### config.mk
export PLATFORM = sky130hd
export DESIGN_NAME = adc_avg_bcd
export DESIGN_NICKNAME = d
export VERILOG_FILES = /design/src/rtl/adc_proc_pkg.sv /design/src/rtl/bin2bcd_seq.sv /design/src/rtl/adc_avg_bcd.sv
export SDC_FILE = /design/constraint.sdc
export NUM_CORES = 1
export LEC_CHECK = 0
export ABC_AREA = 1
export CAP_MARGIN = 20
export CORE_AREA = 2 2 130 132
export CTS_BUF_LIST = sky130_fd_sc_hd__clkbuf_2 sky130_fd_sc_hd__clkbuf_4 sky130_fd_sc_hd__clkbuf_8
export CTS_CLUSTER_SIZE = 24
export DETAILED_ROUTE_END_ITERATION = 7
export DIE_AREA = 0 0 132 134
export PLACE_DENSITY_LB_ADDON = 0.1
export RECOVER_POWER = 50
export SLEW_MARGIN = 25
export SYNTH_ARGS = -nofsm -noshare
export SYNTH_HDL_FRONTEND = slang
export SYNTH_HIERARCHICAL = 1
export SYNTH_SLANG_ARGS = --single-unit
### constraint.sdc
create_clock -name clk -period 4.9 [get_ports clk]
set_clock_uncertainty 0.05 [all_clocks]
set_input_delay 0.49 -clock clk [delete_from_list [all_inputs] [get_ports clk]]
set_output_delay 0.49 -clock clk [all_outputs]
set_load 0.1 [all_outputs]
### src/rtl/adc_proc_pkg.sv
// Shared types and constants for the ADC averaging / millivolt / BCD pipeline.
package adc_proc_pkg;

    localparam int ADC_W      = 8;
    localparam int MV_W       = 13;
    localparam int BCD_W      = 16;
    localparam int VREF_MV    = 5000;
    localparam int CONV_ITERS = MV_W;

    typedef enum logic [1:0] {
        IDLE,
        MUL,
        CONV,
        DONE
    } state_e;

endpackage

### src/rtl/bin2bcd_seq.sv
// Sequential double-dabble: one add-3/shift iteration per clock, MV_W iterations per conversion.
module bin2bcd_seq
    import adc_proc_pkg::*;
(
    input  logic             clk,
    input  logic             rst_n,
    input  logic             start,
    input  logic [MV_W-1:0]  bin,
    output logic [BCD_W-1:0] bcd,
    output logic             done
);

    localparam int ITER_W = $clog2(CONV_ITERS);

    logic [MV_W-1:0]       bin_q;
    logic [BCD_W-1:0]      bcd_q;
    logic [ITER_W-1:0]     iter_q;
    logic                  active_q;
    logic [BCD_W-1:0]      adj;
    logic [BCD_W+MV_W-1:0] shifted;

    // NOTE: combinational blocks assign a default first so no path leaves a variable unassigned (no latch).
    always_comb begin
        adj = bcd_q;
        for (int d = 0; d < BCD_W / 4; d++) begin
            if (bcd_q[4*d +: 4] >= 4'd5) begin
                adj[4*d +: 4] = bcd_q[4*d +: 4] + 4'd3;
            end
        end
        shifted = {adj, bin_q} << 1;
    end

    // High during the final iteration so the sequencer can leave CONV on the same edge.
    assign done = active_q && (iter_q == ITER_W'(CONV_ITERS - 1));
    assign bcd  = bcd_q;

    // NOTE: sequential state uses non-blocking assignments so every flop samples pre-edge values.
    always_ff @(posedge clk or negedge rst_n) begin
        if (!rst_n) begin
            bin_q    <= '0;
            bcd_q    <= '0;
            iter_q   <= '0;
            active_q <= 1'b0;
        end else if (start) begin
            bin_q    <= bin;
            bcd_q    <= '0;
            iter_q   <= '0;
            active_q <= 1'b1;
        end else if (active_q) begin
            bcd_q  <= shifted[BCD_W+MV_W-1:MV_W];
            bin_q  <= shifted[MV_W-1:0];
            iter_q <= iter_q + ITER_W'(1);
            if (done) begin
                active_q <= 1'b0;
            end
        end
    end

endmodule

### src/rtl/adc_avg_bcd.sv
// Box-car averages ADC samples, scales the average to millivolts and emits it in binary and packed BCD.
module adc_avg_bcd
    import adc_proc_pkg::*;
#(
    parameter int AVG_LOG2 = 3,
    parameter int VREF_MV  = adc_proc_pkg::VREF_MV
) (
    input  logic             clk,
    input  logic             rst_n,
    input  logic [ADC_W-1:0] data_in,
    input  logic             data_en,
    output logic [MV_W-1:0]  mv_out,
    output logic [BCD_W-1:0] bcd_out,
    output logic             result_valid,
    output logic             busy,
    output logic             overrun
);

    localparam int ACC_W  = ADC_W + AVG_LOG2;
    localparam int CNT_W  = (AVG_LOG2 > 0) ? AVG_LOG2 : 1;
    localparam int PROD_W = ADC_W + MV_W;
    localparam logic [CNT_W-1:0] CNT_LAST = CNT_W'((1 << AVG_LOG2) - 1);

    state_e            state_q, state_d;
    logic [ACC_W-1:0]  acc_q, sum;
    logic [CNT_W-1:0]  cnt_q;
    logic [ADC_W-1:0]  avg, avg_q;
    logic [PROD_W-1:0] prod;
    logic [MV_W-1:0]   mv_d, mv_q, mv_out_q;
    logic [BCD_W-1:0]  bcd_out_q, conv_bcd;
    logic              group_done, load_avg, start_conv, load_out, conv_done;
    logic              result_valid_q, overrun_q;

    assign sum        = acc_q + ACC_W'(data_in);
    assign avg        = ADC_W'(sum >> AVG_LOG2);
    assign group_done = data_en && (cnt_q == CNT_LAST);
    assign prod       = PROD_W'(avg_q) * PROD_W'(VREF_MV);
    assign mv_d       = MV_W'(prod >> ADC_W);

    // The accumulator free-runs; a group closes regardless of whether the sequencer can take it.
    always_ff @(posedge clk or negedge rst_n) begin
        if (!rst_n) begin
            acc_q <= '0;
            cnt_q <= '0;
        end else if (data_en) begin
            if (group_done) begin
                acc_q <= '0;
                cnt_q <= '0;
            end else begin
                acc_q <= sum;
                cnt_q <= cnt_q + CNT_W'(1);
            end
        end
    end

    always_ff @(posedge clk or negedge rst_n) begin
        if (!rst_n) begin
            state_q <= IDLE;
        end else begin
            state_q <= state_d;
        end
    end

    always_comb begin
        state_d = state_q;
        case (state_q)
            IDLE:    if (group_done) state_d = MUL;
            MUL:     state_d = CONV;
            CONV:    if (conv_done) state_d = DONE;
            DONE:    state_d = IDLE;
            default: state_d = IDLE;
        endcase
    end

    always_comb begin
        load_avg   = (state_q == IDLE) && group_done;
        start_conv = (state_q == MUL);
        load_out   = (state_q == DONE);
        busy       = (state_q != IDLE);
    end

    always_ff @(posedge clk or negedge rst_n) begin
        if (!rst_n) begin
            avg_q          <= '0;
            mv_q           <= '0;
            mv_out_q       <= '0;
            bcd_out_q      <= '0;
            result_valid_q <= 1'b0;
            overrun_q      <= 1'b0;
        end else begin
            if (load_avg) avg_q <= avg;
            if (start_conv) mv_q <= mv_d;
            if (load_out) begin
                mv_out_q  <= mv_q;
                bcd_out_q <= conv_bcd;
            end
            result_valid_q <= load_out;
            overrun_q      <= group_done && (state_q != IDLE);
        end
    end

    bin2bcd_seq u_bin2bcd (
        .clk   (clk),
        .rst_n (rst_n),
        .start (start_conv),
        .bin   (mv_d),
        .bcd   (conv_bcd),
        .done  (conv_done)
    );

    assign mv_out       = mv_out_q;
    assign bcd_out      = bcd_out_q;
    assign result_valid = result_valid_q;
    assign overrun      = overrun_q;

endmodule

# After elaboration in Yosys (flattened, before gate mapping)
# Cells that the tools add are included.
totals:
  reg_bits: 102
  input_bits: 11
  output_inout_bits: 32
  word_cells: 58
op_classes:
  addsub: 7
  n_mul: 1
  magnitude_cmp: 4
  eq_ne: 7
  n_mux: 18
  reduce_logical: 8
op_table:
  columns: ["cell", "count"]
  rows:
  - ["$mux 16", 2]
  - ["$mux 13", 2]
  - ["$mux 4", 5]
  - ["$mul 8x10->18 const B", 1]
  - ["$ge 4x3->1 const B", 4]
  - ["$add 4x2->4 const B", 3]
  - ["$add 11x8->11", 1]
  - ["$mux 11", 1]
  - ["$pmux 2 s4", 1]
  - ["$mux 3", 2]
  - ["$add 4x1->4 const B", 1]
  - ["$eq 2x2->1 const B", 2]
  - ["$eq 4x4->1 const B", 1]
  - ["$logic_and 1x1->1", 4]
  - ["$mux 2", 2]
  - ["$ne 2x2->1 const B", 2]
  - ["$reduce_bool 2->1", 2]
  - ["$add 3x1->3 const B", 1]
  - ["$add 3x2->3 const B", 1]
  - ["$eq 3x3->1 const B", 1]
  - ["$mux 1", 3]
  - ["$eq 2x1->1 const B", 1]
  - ["$logic_not 2->1", 1]
  - ["$reduce_and 2->1", 1]

# Depth between registers and ports, before layout
depth:
  ltp_word: 5
  ltp_mapped: 17
  depth_no_buf: 17

# Cells and area by module
# The synthesis kept the hierarchy.
modules_own_cells:
  columns: ["module", "instances", "cells_each", "area_per_inst_um2", "seq_area_each_um2"]
  rows:
  - ["adc_avg_bcd", 1, 481, 4371.7, 1701.6]
  - ["bin2bcd_seq", 1, 235, 2026.9, 850.8]

# Worst setup path after synthesis
# OpenSTA, ideal clock, no wires.
synth_path:
  path_type: "register to register"
  start: "reg avg_q[5]"
  end: "reg u_bin2bcd.bin_q[11]"
  setup_time_ns: 0.122
  t_arrival_ns: 3.447
  path_slack_ns: 1.281
  path_stages_with_launch: 15
  path_buffers: 0
  period_less_slack_ns: 3.619
  cell_sequence: "dfrtp_1 -> fa_1 -> fa_1 -> ha_1 -> inv_1 -> fa_1 -> inv_1 -> ha_1 -> a21oi_1 -> nand2_1 -> nand2_1 -> nand4_1 -> and2_1 -> o211ai_2 -> o21ai_2"
synth_via:
  elab_chain_cells: 2
synth_lines:
  columns: ["item", "line", "text"]
  rows:
  - ["from (decl)", "adc_avg_bcd.sv:27", "logic [ADC_W-1:0] avg, avg_q;"]
  - ["from (signal assigned)", "adc_avg_bcd.sv:91", "if (load_avg) avg_q <= avg;"]
  - ["$mul 8x10->18", "adc_avg_bcd.sv:37", "assign prod = PROD_W'(avg_q) * PROD_W'(VREF_MV);"]
  - ["named net prod[19]", "adc_avg_bcd.sv:28", "logic [PROD_W-1:0] prod;"]
  - ["$mux 13", "bin2bcd_seq.sv:44", "end else if (start) begin"]
  - ["to (signal assigned)", "bin2bcd_seq.sv:45", "bin_q <= bin;"]
  - ["to (signal assigned)", "bin2bcd_seq.sv:51", "bin_q <= shifted[MV_W-1:0];"]
  - ["to (decl)", "bin2bcd_seq.sv:15", "logic [MV_W-1:0] bin_q;"]
# The timed path passes the listed nets, and every way through them passes these cells.
# A chain may end at the register's enable or synchronous reset.

# Worst setup path in the final report
layout_path:
  start: "reg avg_q[5]"
  end: "reg u_bin2bcd.bin_q[7]"
# The elaborated chain is that of the path after synthesis.

==> flow_summary.json <==
{
  "drc": 0,
  "clk_pin_slew_ns": 0.11,
  "syn_area_um2": 6399,
  "worstSetupPathType": "reg2reg",
  "setup_viol": 0,
  "cts_resized": 0,
  "firstDrtPassIters": 4,
  "ys_async_sr_fraction_pct": 100.0,
  "core_um2": 16290,
  "max_slew_margin_pct": -16.43,
  "insertion_delay_ns": 0.39,
  "period_share_pct": 79.45,
  "rows": 47,
  "syn_avg_cell_area_um2": 8.937,
  "cts-root-buf": "clkbuf_8",
  "synth_seq_cells": 102,
  "ys_warn_count": 6,
  "cts_sinks": 102,
  "synth_ff_type": "dfrtp_1",
  "grt.overflow.total": 0,
  "place_congestion": 0.8619,
  "max_freq_ghz": 0.2569,
  "violations": "max-capacitance violations, max-slew violations",
  "r2r_setup_slack_ns": 1.01,
  "dieArea_um2": 17690,
  "die_h_um": 134,
  "drt-total-wl_um": 13030,
  "rsz0062_at_grt": "false",
  "synth-edff-count": 0,
  "worstMarginPinSlew_ns": 1.747,
  "min_period_ns": 3.893,
  "holdBufCountCts": 0,
  "syn_nets": 802,
  "grt_max_degree": 70,
  "ys_seq_area_share_pct": 39.89,
  "hpwl_um": 9602,
  "vias": 4746,
  "grt_use_met3_pct": 3.099,
  "drt_iter0_drc": 208,
  "synthCells": 716,
  "cts_tree": "done",
  "port_buffers": 42,
  "drv_cap": 1,
  "grt_busiest_layer": "met2",
  "clockBufferDepth": 2,
  "worstPathMaxFanout": 6,
  "hp-class": "in2async",
  "required_ns": 5.09,
  "grt_pass1_wl_um": 22780,
  "cts_inserted_buffers": 9,
  "synth.distinct_cells": 41,
  "finalMaxSlewViolations": 35,
  "h-tree-depth": 3,
  "grt_pass1_vias": 4814,
  "antenna_found_initial": 0,
  "met1_usage_pct": 20.90,
  "setup_tns_ns": 0,
  "track_usage_pct": 15.77,
  "antenna-diode-count": 0,
  "post_cts_buffers": 0,
  "hold_viol_final": 0,
  "crit_arrival_ns": 4.08,
  "layout.nets": 843,
  "grt_use_met2_pct": 26.30,
  "vias_per_cell": 4.838,
  "area_growth_pct": 12.24,
  "die-width_um": 132,
  "end_kind": "flip-flop",
  "drive_gt1_share_pct": 13.27,
  "ios": 43,
  "status": "finished with violations",
  "ant_nets": 0,
  "start_kind": "flip-flop",
  "initial_core_util_pct": 39.28,
  "wl_per_cell_um": 13.28
}
layer usage:
layer / up-vias / share of wire [%] / wire (um)
li1: 2395 / - / -
met1: 2268 / 49 / 6416
met2: 71 / 46 / 6011
met3: 12 / 3.4 / 439
met4: 0 / 1.2 / 159
met5: - / 0 / 0
synthesized netlist by cell type, types with 2 or more instances:
cell	count	area (um^2)
nor2_4	3	33.78
buf_2	5	25.02
fa_1	13	260.3
o22ai_1	4	25.02
o21ai_2	6	52.55
a22o_1	3	26.28
xor2_1	3	26.28
xnor2_1	2	17.52
ha_1	62	775.7
dfrtp_1	102	2552
nor2_2	6	37.54
buf_4	4	30.03
o21ai_1	11	55.05
nand4_1	12	75.07
nand3_2	8	80.08
buf_6	3	33.78
nand2_1	219	822.0
o21ai_0	5	25.02
o211ai_2	12	150.1
inv_2	4	15.01
a21oi_1	13	65.06
inv_1	93	349.1
nor3_1	2	10.01
nand3_1	36	180.2
mux2_2	29	326.6
and2_1	6	37.54
or2_2	2	12.51
nor2_1	22	82.58
nand3b_1	7	52.55
nand2_2	8	50.05
placed cells by master, fill, tap and decap left out, types with 12 or more instances in the layout:
cell	count
nand2_1	219
dfrtp_1	102
inv_1	93
ha_1	62
clkdlybuf4s50_1	40
nand3_1	36
mux2_2	29
nor2_1	22
a21oi_1	13
fa_1	13
nand4_1	12
o211ai_2	12
area by class of cell:
class,count,area [um^2]
clock buffers,12,158.9
clock inverters,3,28.78
fillers,1623,9107
inverters,98,372.9
multi-input cells,502,3361
flip-flops and latches,102,2552
well taps,220,275.3
repair buffers,44,432.9
worst max-delay path, stage by stage, from the launching register on:
cell and delay (ns):
dfrtp_1 0.49, fa_1 0.60, fa_1 0.43, ha_1 0.29, inv_1 0.05, fa_1 0.52
inv_1 0.04, ha_1 0.36, nand2_2 0.14, inv_1 0.06, nand2_1 0.07, nand2_1 0.07
nor2_1 0.10, nand2_1 0.07, and2_1 0.16, o211ai_2 0.15, o21ai_1 0.09
stage by stage:
stage / cell area, um^2 / setup WS (ns) / util, % / cells / hold slack [ns]
final: 7182 / 1.007 / 44.09 / 981 / 0.05124
after global placement: 6994 / 1.100 / 42.94 / 966 / 0.4113
after global routing: 7182 / 0.8147 / 44.09 / 981 / 0.09018
after floorplan: 6399 / 1.281 / - / 716 / 0.1444
after CTS: 7182 / 1.028 / 44.09 / 981 / 0.1994
after detailed placement: 6994 / 1.051 / 42.94 / 966 / 0.4122
cells by family (layout without fill, tap and decap cells):
kind of cell / count (synthesis) / after routing / synth area share, %
and+or+nand+nor: 333 / 333 / 23.33
buffers and inverters: 112 / 157 / 7.587
DFF: 102 / 102 / 39.89
adders and majority gates: 75 / 75 / 16.19
AOI/OAI and AO/OA: 60 / 60 / 7.215
muxes: 29 / 29 / 5.104
xor gates and xnor gates: 5 / 5 / 0.6845
registers in the layout, summed over array words and instances (netlist names):
signal and flops:
avg_q 8, acc_q 11, bcd_out 16, mv_q 13, u_bin2bcd/bcd 16, u_bin2bcd/iter_q 4, state_q 2, cnt_q 3
u_bin2bcd/bin_q 13, mv_out 13, u_bin2bcd/active_q 1, result_valid 1, overrun 1
final timing paths:
path,startpoint,endpoint,cells after the start
worst max-delay path,avg_q[5],u_bin2bcd/bin_q[7],16
worst min-delay path,rst_n,u_bin2bcd/bin_q[9],1
worst max register to register,avg_q[5],u_bin2bcd/bin_q[7],16
worst min register to register,mv_q[1],mv_q[1],2
max in group asynchronous,rst_n,mv_q[6],2
min in group clk,mv_q[1],mv_q[1],2
Power is left out: the tool's default activity adds up to more than one toggle a clock period on the data nets, which glitch-free logic cannot reach.
